--- config.mk ---
export PLATFORM = sky130hd
export DESIGN_NAME = urv_pipe_ctrl
export DESIGN_NICKNAME = d
export VERILOG_FILES = /design/src/rtl/urv_pipe_pkg.sv /design/src/rtl/urv_kill_shadow.sv /design/src/rtl/urv_pipe_ctrl.sv
export SDC_FILE = /design/constraint.sdc
export NUM_CORES = 1
export LEC_CHECK = 0
export CAP_MARGIN = 25
export CORE_AREA = 10 10 47 49
export DETAILED_ROUTE_END_ITERATION = 12
export DIE_AREA = 0 0 57 59
export DONT_BUFFER_PORTS = 1
export GPL_TIMING_DRIVEN = 1
export PLACE_DENSITY = 0.34
export SETUP_SLACK_MARGIN = 0.15
export SLEW_MARGIN = 20
export SYNTH_ARGS = -nofsm -noshare
export SYNTH_HDL_FRONTEND = slang
export SYNTH_SLANG_ARGS = --single-unit
--- constraint.sdc ---
create_clock -name clk_i -period 2.2 [get_ports clk_i]
set_input_delay 0.22 -clock clk_i [delete_from_list [all_inputs] [get_ports clk_i]]
set_output_delay 0.22 -clock clk_i [all_outputs]
set_load 0.05 [all_outputs]
--- src/rtl/urv_pipe_pkg.sv ---
// urv_pipe_pkg: pipeline control FSM states and default geometry.
package urv_pipe_pkg;
  typedef enum logic [1:0] {ST_RUN, ST_DRAIN, ST_HALTED} state_e;
  localparam int DEF_NUM_STAGES   = 4;
  localparam int DEF_BRANCH_STAGE = 2;
endpackage

--- src/rtl/urv_kill_shadow.sv ---
// urv_kill_shadow: remembers recent taken branches so younger stages up to the
// branch stage get killed as the wrong-path instructions advance.
module urv_kill_shadow #(
  parameter int g_depth = 2
) (
  input  logic             clk_i,
  input  logic             rst_n_i,
  input  logic             shift_en,
  input  logic             branch,
  output logic [g_depth:0] kill,
  output logic             busy
);
  logic [g_depth-1:0] d;
  logic acc;
  always_ff @(posedge clk_i or negedge rst_n_i) begin
    if (!rst_n_i) d <= '0;
    else if (shift_en) begin
      d[0] <= branch;
      for (int i = 1; i < g_depth; i++) d[i] <= d[i-1];
    end
  end
  always_comb begin
    kill = '0;
    acc  = branch;
    for (int k = 1; k <= g_depth; k++) begin
      acc     = acc | d[k-1];
      kill[k] = acc;
    end
  end
  assign busy = |d;
endmodule

--- src/rtl/urv_pipe_ctrl.sv ---
// urv_pipe_ctrl: per-stage stall/kill generation plus halt/drain handshake.
// Optional performance counters are enabled by defining URV_PIPE_PERF_EN.
module urv_pipe_ctrl
  import urv_pipe_pkg::*;
#(
  parameter int g_num_stages   = DEF_NUM_STAGES,
  parameter int g_branch_stage = DEF_BRANCH_STAGE
) (
  input  logic                    clk_i,
  input  logic                    rst_n_i,
  input  logic [g_num_stages-1:0] stall_req_i,
  input  logic [g_num_stages-1:0] stage_valid_i,
  input  logic                    branch_i,
  input  logic                    halt_req_i,
  output logic [g_num_stages-1:0] stall_o,
  output logic [g_num_stages-1:0] kill_o,
`ifdef URV_PIPE_PERF_EN
  output logic [31:0]             perf_stall_cnt_o,
  output logic [31:0]             perf_kill_cnt_o,
`endif
  output logic                    halt_ack_o
);
  localparam int N = g_num_stages;
  localparam int B = g_branch_stage;
  state_e state, state_nx;
  logic [N-1:0] stall_raw;
  logic [B:0] kill_b;
  logic shadow_busy, acc;
  logic unused_ok;
  assign unused_ok = stage_valid_i[0];
  // a stage stalls when anything downstream of it is stalled
  always_comb begin
    stall_raw = '0;
    acc       = 1'b0;
    for (int k = N - 1; k >= 0; k--) begin
      stall_raw[k] = acc;
      acc          = acc | stall_req_i[k];
    end
  end
  assign stall_o = {stall_raw[N-1:1], stall_raw[0] | (state != ST_RUN)};
  urv_kill_shadow #(.g_depth(B)) u_shadow (
    .clk_i    (clk_i),
    .rst_n_i  (rst_n_i),
    .shift_en (~stall_o[B]),
    .branch   (branch_i),
    .kill     (kill_b),
    .busy     (shadow_busy)
  );
  assign kill_o = {{(N-1-B){1'b0}}, kill_b};
  // a branch arriving in the final drain cycle would still load the shadow
  always_comb begin
    state_nx = state;
    case (state)
      ST_RUN:    state_nx = halt_req_i ? ST_DRAIN : ST_RUN;
      ST_DRAIN:  state_nx = !halt_req_i ? ST_RUN :
                            (stage_valid_i[N-1:1] == '0 && !shadow_busy && !branch_i) ? ST_HALTED : ST_DRAIN;
      ST_HALTED: state_nx = halt_req_i ? ST_HALTED : ST_RUN;
      default:   state_nx = ST_RUN;
    endcase
  end
  always_ff @(posedge clk_i or negedge rst_n_i) begin
    if (!rst_n_i) begin
      state      <= ST_RUN;
      halt_ack_o <= 1'b0;
    end else begin
      state      <= state_nx;
      halt_ack_o <= state_nx == ST_HALTED;
    end
  end
`ifdef URV_PIPE_PERF_EN
  always_ff @(posedge clk_i or negedge rst_n_i) begin
    if (!rst_n_i) begin
      perf_stall_cnt_o <= '0;
      perf_kill_cnt_o  <= '0;
    end else begin
      if (stall_o[0]) perf_stall_cnt_o <= perf_stall_cnt_o + 32'd1;
      if (|kill_o) perf_kill_cnt_o <= perf_kill_cnt_o + 32'd1;
    end
  end
`endif
endmodule

-- Word-level counts from Yosys, hierarchy flattened
Cells that the tools add are included.
- input bits: 12
- output and inout port bits: 9
- bits in registers: 5
- word-level logic and storage cells: 24
- multiplexer cells: 5
- bitwise gates (word level): 5
- reductions and logical operators: 8
- equal/unequal tests: 3
- operators by type and width (cell ; number):
    2-to-1 mux 2 bit ; 3
    case mux 2 bit (3 select lines) ; 1
    bitwise OR 1 bit ; 5
    equality test 2 bit (second input constant) ; 2
    zero test 3 bit ; 1
    equality test 2 x 1 -> 1 bit (second input constant) ; 1
    logical AND 1 bit ; 2
    zero test 1 bit ; 2
    zero test 2 bit ; 1
    nonzero test 2 bit ; 1
    OR reduction 2 bit ; 1
    2-to-1 mux 1 bit ; 1

-- Depth between registers and ports, before layout
Gate-level depths: netlist of the first run.
- depth in word-level cells: 8
- mapped depth: 2
- depth with buffers taken out: 2

-- By module
Synthesis of the first run repeated with hierarchy kept, for this count alone.
- cell total of the unflattened synthesis: 28
- area total of the unflattened synthesis: 285.3 um^2
- by module, submodules not included (module ; times used ; area each (um^2) ; sequential area each (um^2) ; cells each):
    urv_pipe_ctrl ; 1 ; 175.2 ; 75.1 ; 18
    urv_kill_shadow ; 1 ; 110.1 ; 50.0 ; 10

-- Worst setup path after synthesis of the first run
Ideal clock, no wire load.
- path type: input to output
- start point: in stall_req_i[2]
- end point: out stall_o[0]
- stages on the path: 2
- data arrival time: 1.405 ns
- data required time: 1.980 ns
- setup slack: 0.575 ns
- path through: or2_2 > or4_2
- cells in the longest elaborated chain, start to end: 3
- ends and longest elaborated chain (what ; RTL line ; text):
    from (decl) ; urv_pipe_ctrl.sv:11 ; input logic [g_num_stages-1:0] stall_req_i,
    bitwise OR 1 bit (2 in a row) ; urv_pipe_ctrl.sv:37 ; acc = acc | stall_req_i[k];
    bitwise OR 1 bit ; urv_pipe_ctrl.sv:40 ; assign stall_o = {stall_raw[N-1:1], stall_raw[0] | (state != ST_RUN)};
    to (decl) ; urv_pipe_ctrl.sv:15 ; output logic [g_num_stages-1:0] stall_o,
No other way between the ends.

-- Worst setup path in the final report of the first run
- start point: reg state[1]
- end point: out stall_o[0]
- cells in the longest elaborated chain, start to end: 2
- ends and longest elaborated chain (what ; RTL line ; text):
    from (decl) ; urv_pipe_ctrl.sv:25 ; state_e state, state_nx;
    from (signal assigned) ; urv_pipe_ctrl.sv:66 ; state <= state_nx;
    nonzero test 2 bit ; urv_pipe_ctrl.sv:40 ;
    bitwise OR 1 bit ; urv_pipe_ctrl.sv:40 ;
No other way between the ends.

==> results of run 1 <==
==> state kept, by name (all words and copies together) (netlist names) <==
register / count
u_shadow.d: 2
state: 2
halt_ack_o: 1
==> cell families after synthesis <==
group / share of synthesized area
and+or+nand+nor: 0.192
AOI/OAI and AO/OA: 0.103
muxes: 0.0841
other: 0.0140
DFF: 0.467
buffers and inverters: 0.140
==> power by group through the flow <==
stage	logic (W)	clock network [W]	registers, W
5_1_grt	0.0000484	0.000116	0.000103
2_1_floorplan	0.0000511	0	0.000103
3_3_place_gp	0.0000423	0	0.000103
6_report	0.0000453	0.000107	0.000103
4_1_cts	0.0000461	0.000112	0.000103
3_5_place_dp	0.0000430	0	0.000104
==> stage by stage <==
stage / util / instances / cell area, µm² / hold slack, ns
finish: 0.210 / 41 / 294 / 0.135
global route: 0.210 / 41 / 294 / 0.134
CTS: 0.210 / 41 / 294 / 0.128
detailed placement: 0.184 / 36 / 258 / -0.0754
global placement: 0.184 / 36 / 258 / -0.0754
floorplan: - / 25 / 275 / -0.0756
==> metal layers <==
| layer | global-route usage | vias to the layer above | wire length (µm) |
|---|---|---|---|
| li1 | - | 79 | - |
| met1 | 0.0338 | 81 | 249 |
| met2 | 0.0496 | 12 | 259 |
| met3 | 0.0558 | 0 | 137 |
| met4 | 0.0201 | 0 | 0 |
| met5 | 0 | - | 0 |
==> worst min path at each step <==
| stage | from | endpoint | slack (ns) | depth (start not counted) |
|---|---|---|---|---|
| 4_1_cts | branch_i | u_shadow.d[0] | 0.13 | 1 |
| 3_3_place_gp | rst_n_i | halt_ack_o | -0.08 | 0 |
| 2_1_floorplan | rst_n_i | halt_ack_o | -0.08 | 0 |
| 6_report | branch_i | u_shadow.d[0] | 0.14 | 1 |
| 5_1_grt | branch_i | u_shadow.d[0] | 0.13 | 1 |
| 3_5_place_dp | rst_n_i | halt_ack_o | -0.08 | 0 |
==> layout make-up <==
type	count	area share
repair buffers	1	0.0340
flip-flops and latches	5	0.426
well taps	16	0.0681
clock buffers	4	0.0894
multi-input cells	15	0.383
==> cell usage in the layout (no fill, tap or decap) <==
cell	n
dfrtp_1	5
conb_1	3
clkbuf_4	3
o32ai_1	2
or2_2	2
mux2_2	2
or4b_4	1
or3_1	1
nand2b_1	1
nand2_1	1
o21ba_2	1
or4_2	1
clkbuf_1	1
dlygate4sd3_1	1
==> repair_timing <==
item / 4_1_cts / 5_1_grt
endpoints found under the hold margin: 5 / 0
hold buffers: 1 / 0
resized for setup: 0 / 0
==> results.toml, run 1 <==
[global_route]
overflow = 0
grt_antenna_before_repair = 0
grt.total_usage = 0.0400
grt_max_degree = 6
grt_pass1_vias = 185
grt_pass1_wl_um = 959

[power_and_ir_drop]
clkPwrFrac = 0.419
seqPwrFrac = 0.403
p_sw_w = 0.0000769
swShare = 0.302
internal-power_w = 0.000178
pwr-share-comb = 0.178
power_density_mw_per_mm2 = 866
p_leak_nw = 0.119
ir_worst_vdd_mv = 0.268
finalPower_w = 0.000255

[drt]
via_count = 172
wire_per_inst_um = 15.8
drt-total-wl_um = 646
antenna_left = 0
drt_iter0_markers = 1
drc_errors = 0
routed_via_density = 4.20
drtPass1Iterations = 2

[setup_path]
crit_slowest_cell = "or4_2"
cp.depth = 1
cp_top_family = "simple AND/OR/NAND/NOR gates"
r2r_slack_ns = 0.65
path_max_fanout = 3
r2r-end = "halt_ack_o"
crit_required_ns = 1.98
ff2ff_path_depth = 2
endpoint = "stall_o[0]"
crit_type = "flip-flop to output pin"
timing.critical_path.to_type = "output pin"
crit_path_max_incr_delay_ns = 0.87
cp_num_buf_inv = 0
cp-start-kind = "flip-flop"
cp.arrival_ns = 1.49
r2r-start = "u_shadow.d[1]"
cp-startpoint = "state[1]"
worstPathCellList = "or4_2"

[floorplanning]
die_x_um = 57
io_pins = 21
dieHeight_um = 59
rows = 14
dieArea_mm2 = 0.00336
core_area_mm2 = 0.00140
start_util = 0.191

[cts]
postCtsSetupBuffers = 0
cts_buffers = 3
cts.sinks = 5
cts-root-buf = "clkbuf_4"
path_clk_slew_ns = 0.05
clockBufferDepth = 2
clk_latency_ns = 0.24
cts_tree = "built"
htree_levels = 1

[timing]
worst_slew_pin_slew_ns = 0.577
timing.final.crit_share = 0.777
fin_ws_ns = 0.490
min_period_ns = 1.71
slew_headroom = 0.615
fmax_mhz = 585
drv_slew = 0
setup_violations = 0
fin_tns_setup_ns = 0
rsz0062_at_grt = "false"
fin_skew_ns = 0.00313
finalHoldViolCount = 0

[logic_synthesis]
yosys_warnings = 0
postSynthAreaPerCell_um2 = 11.6
yosys.area.top_type = "dfrtp_1"
syn-cell-area_um2 = 268
synth-edff-count = 0
synth-main-ff-cell = "dfrtp_1"
async_flop_share = 1.00
yosysUniqueCellTypes = 12
ys_ff_latch = 5
ys_top_cells_by_count = "buf_4 (5), dfrtp_1 (5), mux2_2 (2), o32ai_1 (2), or2_2 (2)"
netlist_top_cells_area = "dfrtp_1 (47%), buf_4 (14%), mux2_2 (8.4%)"
synthCells = 23
yosysSeqAreaShare = 0.467
synth_top_area_frac = 0.467

[finish]
seq_area_um2 = 125
multiInputGateArea_um2 = 113
antenna_cells = 0
area_growth_pct = 9.81
drive_gt1_frac = 0.400
nNetsFinal = 38
fillers = 158

[flow_run]
cap_violations = 0

[placement]
dp_slack_ns = 0.556
numPortBuffers = 0
finalWeightedCongestion = 0.622

[outcome]
status = "completed"

[worst_hold_path]
min_path_type = "input pin to flip-flop"
(Power assumes the default switching activity.)
==> run 2: changes to the inputs <==
clock period = 1.6 ns   (was 2.2 ns; I/O delays follow)
==> run 2 against run 1 <==
Net effect:
- global-route usage increased by 0.21 points
- via count increased by 5.2%
- flip-flop and latch count is the same
- clock-buffer cell count unchanged
==> results.toml, run 2 (synthesis results as in run 1) <==
[setup_path]
path_max_fanout = 2
ff2ff_path_depth = 2
crit_path_max_incr_delay_ns = 0.65
cp.arrival_ns = 1.27
worstPathCellList = "or4_4"
crit_required_ns = 1.44
timing.critical_path.to_type = "output pin"
crit_slowest_cell = "or4_4"
cp-start-kind = "flip-flop"
cp_top_family = "simple AND/OR/NAND/NOR gates"
cp_num_buf_inv = 0
cp.depth = 1
crit_type = "flip-flop to output pin"

[finish]
fin_cells = 44
antenna_cells = 0
drive_gt1_frac = 0.500
seq_area_um2 = 125
multiInputGateArea_um2 = 120
final_common_cell = "dfrtp_1"
nNetsFinal = 41
area_growth_pct = 21.0
final_cell_mix = "dfrtp_1 (5), conb_1 (3), clkbuf_4 (3), buf_4 (3)"
reg.largest.list = "state: 2 flops, u_shadow.d: 2 flops, halt_ack_o: 1 flops"
fillers = 162

[cts]
cts_tree = "built"
path_clk_slew_ns = 0.04
htree_levels = 1
cts_buffers = 3
clockBufferDepth = 2
cts-root-buf = "clkbuf_4"
cts.sinks = 5
clk_latency_ns = 0.24

[timing]
fmax_mhz = 701
timing.final.crit_share = 0.892
min_period_ns = 1.43
rsz0062_at_grt = "true"
finalHoldViolCount = 0
fin_skew_ns = 0.00331
fin_tns_setup_ns = 0
drv_slew = 0
setup_violations = 0

[global_route]
grt_pass1_vias = 218
grt_pass1_wl_mm = 1.06
overflow = 0
grt.total_usage = 0.0421
grt_max_degree = 6
grt_antenna_before_repair = 0

[power_and_ir_drop]
ir_worst_vdd_mv = 0.253
p_leak_nw = 0.136
power_density_mw_per_mm2 = 1090

[drt]
via_count = 181
drtPass1Iterations = 2
drc_errors = 0
routed_via_density = 4.11
antenna_left = 0
drt-total-wl_um = 654
drt_iter0_markers = 1
wire_per_inst_um = 14.9

[floorplanning]
io_pins = 21
dieHeight_um = 59
core_area_mm2 = 0.00140
rows = 14
dieArea_mm2 = 0.00336
die_x_um = 57
start_util = 0.191

[worst_hold_path]
hold_depth = 1
min_path_type = "input pin to flip-flop"

[placement]
dp.cells = 38
finalWeightedCongestion = 0.594
numPortBuffers = 0

[outcome]
status = "completed"

[flow_run]
cap_violations = 0
[run 2: cell count changes in the layout (fill, tap and decap cells not counted)]
cell | previous run | this run
buf_4 | 0 | 3
or3_1 | 1 | 0
or4_4 | 0 | 1
or4_2 | 1 | 0
or3_4 | 0 | 1
[run 2: report_power, final]
| group | internal (W) | total (W) | switching [W] |
|---|---|---|---|
| Clock | 0.0000942 | 0.000144 | 0.0000495 |
| Combinational | 0.0000211 | 0.0000693 | 0.0000482 |
| Sequential | 0.000135 | 0.000141 | 0.00000614 |
[run 2: final cells by class]
type | instances | share of cell area
Sequential cell | 5 | 0.386
Timing Repair Buffer | 4 | 0.100
Clock buffer | 4 | 0.0811
Tap cell | 16 | 0.0618
Multi-Input combinational cell | 15 | 0.371
[run 2: through the flow]
stage	area (µm²)	setup WS, ns	total power, W	utilization	hold WS, ns
after floorplan	278	0.299	0.000212	-	-0.136
after global placement	275	0.346	0.000205	0.196	-0.135
after detailed placement	275	0.321	0.000207	0.196	-0.135
after CTS	312	0.150	0.000358	0.222	0.0765
after global routing	324	0.143	0.000375	0.231	0.0722
final	324	0.173	0.000354	0.231	0.0829
[run 2: timing repair]
| item | CTS | global route |
|---|---|---|
| endpoints found under the setup margin | 0 | 2 |
| setup buffers | 0 | 1 |
| hold buffers | 1 | 0 |
| gates resized for setup | 0 | 1 |
| hold endpoints to repair | 5 | 0 |
[run 2: worst paths after layout]
check / start / end / slack, ns
max in group asynchronous: rst_n_i / u_shadow.d[1] / 1.18
worst min-delay path: branch_i / u_shadow.d[0] / 0.08
worst max register to register: state[0] / state[1] / 0.32
worst min register to register: u_shadow.d[1] / u_shadow.d[1] / 0.51
worst max-delay path: state[1] / stall_o[0] / 0.17
min in group asynchronous: rst_n_i / state[1] / 0.22
[run 2: routing by layer]
layer	up-vias	global-route usage	share of wire	wire [µm]
met2	11	0.0620	0.49	320
met1	86	0.0408	0.37	242
met4	0	0.0302	0	0
met3	0	0.0300	0.14	91
li1	84	-	-	-
met5	-	0	0	0
==> run 3: changes to the inputs <==
clock period = 1.43 ns   (was 1.6 ns; I/O delays follow)
==> run 3 against run 2 <==
Net effect:
- combinational power grew 41%
- clock skew down 0.0018 ns
- sequential power increased by 12%
- first-iteration DRC count down 100%
- register-to-register slack got worse by 0.13 ns
- clock-buffer cell count stayed put
- hold slack worse by 0.017 ns
- core utilization increased by 4.6 points
- die area stayed put
- sequential share of layout area decreased by 6.4 points
- flip-flop and latch count unchanged
==> results.toml, run 3 (synthesis results as in run 1) <==
[finish]
area_growth_pct = 44.9
reg.largest.list = "state: 2 flops, u_shadow.d: 2 flops, halt_ack_o: 1 flops"
drive_gt1_frac = 0.600
final_cell_mix = "dfrtp_1 (5), conb_1 (3), clkbuf_4 (3), buf_4 (3)"
antenna_cells = 0
final_common_cell = "dfrtp_1"
nNetsFinal = 43

[setup_path]
crit_path_max_incr_delay_ns = 0.63
cp.arrival_ns = 1.24
r2r_slack_ns = 0.19
ff2ff_path_depth = 3
r2r-end = "state[1]"
crit_type = "flip-flop to output pin"
r2r-start = "u_shadow.d[1]"
cp_num_buf_inv = 0
path_max_fanout = 2
worstPathCellList = "or4_4"
cp_top_family = "simple AND/OR/NAND/NOR gates"
timing.critical_path.to_type = "output pin"
cp-start-kind = "flip-flop"
crit_slowest_cell = "or4_4"
crit_required_ns = 1.29

[floorplanning]
dieHeight_um = 59
rows = 14
die_x_um = 57
io_pins = 21
core_area_mm2 = 0.00140
start_util = 0.191
dieArea_mm2 = 0.00336

[cts]
clk_latency_ns = 0.24
htree_levels = 1
cts.sinks = 5
cts-root-buf = "clkbuf_4"
clockBufferDepth = 2
cts_buffers = 3
path_clk_slew_ns = 0.04
cts_tree = "built"

[placement]
dp_slack_ns = 0.151
numPortBuffers = 0
finalWeightedCongestion = 0.594

[drt]
drt_iter0_markers = 0
antenna_left = 0
wire_per_inst_um = 14.2
drt-total-wl_um = 655
drtPass1Iterations = 1
wl_met3_um = 89
dr.max_layer_used = "met3"
via_count = 190
wl_met1_um = 234
met2_length_um = 331
routed_via_density = 4.13
drc_errors = 0

[global_route]
overflow = 0
grt_pass1_vias = 221
grt_pass1_wl_mm = 1.06
grt_max_degree = 6
grt.total_usage = 0.0421
grt_antenna_before_repair = 0

[timing]
finalHoldViolCount = 0
fin_tns_setup_ns = 0
fin_ws_ns = 0.0485
fmax_mhz = 724
min_period_ns = 1.38
fin_skew_ns = 0.00154
drv_slew = 0
timing.final.crit_share = 0.966
setup_violations = 0
rsz0062_at_grt = "true"

[power_and_ir_drop]
power_density_mw_per_mm2 = 1070
finalPower_w = 0.000414
ir_worst_vdd_mv = 0.284
p_leak_nw = 0.153

[worst_hold_path]
hp-start = "branch_i"
hold_depth = 1
holdPathEnd = "u_shadow.d[0]"
min_path_type = "input pin to flip-flop"

[outcome]
status = "completed"

[flow_run]
cap_violations = 0
## run 3: cell types whose count changed in the layout (fill, tap and decap cells not counted)
cell / delta
buf_8: +1
o32ai_4: +2
buf_6: +1
o32ai_1: -2
## run 3: what timing repair did
action | CTS | global route
gates resized for setup | 5 | 3
setup endpoints to repair | 4 | 4
hold endpoints to repair | 5 | 0
gates cloned | 0 | 0
hold buffers | 1 | 0
pin swaps | 2 | 4
buffers inserted | 3 | 0
## run 3: worst max-delay path by stage
stage,start,to,slack (ns),depth (start not counted)
final,state[1],stall_o[0],0.05,1
after CTS,state[1],stall_o[0],0.01,1
after global placement,state[0],halt_ack_o,0.18,2
after detailed placement,state[0],state[1],0.15,2
after global routing,state[1],stall_o[0],0.007,1
after floorplan,stall_req_i[2],stall_o[0],0.16,2
## run 3: final cells by class
cell class	count	area, µm²
sequential	5	125
clock buffer	4	26.3
multi-input combinational	15	158
fill	154	1010
timing repair buffer	6	58.8
tap	16	20.0
## run 3: power by group
part	leakage, nW	internal [W]	switching, W	total, W
Sequential	0.0631	0.000151	0.00000634	0.000158
Combinational	0.0745	0.0000344	0.0000630	0.0000974
Clock	0.0150	0.000105	0.0000541	0.000159
## run 3: through the flow
stage	area (µm²)	hold WS, ns	utilization	cells
2_1_floorplan	278	-0.153	-	25
3_3_place_gp	275	-0.152	0.196	38
3_5_place_dp	275	-0.152	0.196	38
4_1_cts	362	0.0596	0.258	46
5_1_grt	388	0.0552	0.277	46
6_report	388	0.0656	0.277	46
## run 3: layer usage
metal	GRT usage	vias up
met5	0	-
met4	0.0302	0
met3	0.0300	0
met2	0.0636	13
met1	0.0396	89
li1	-	88
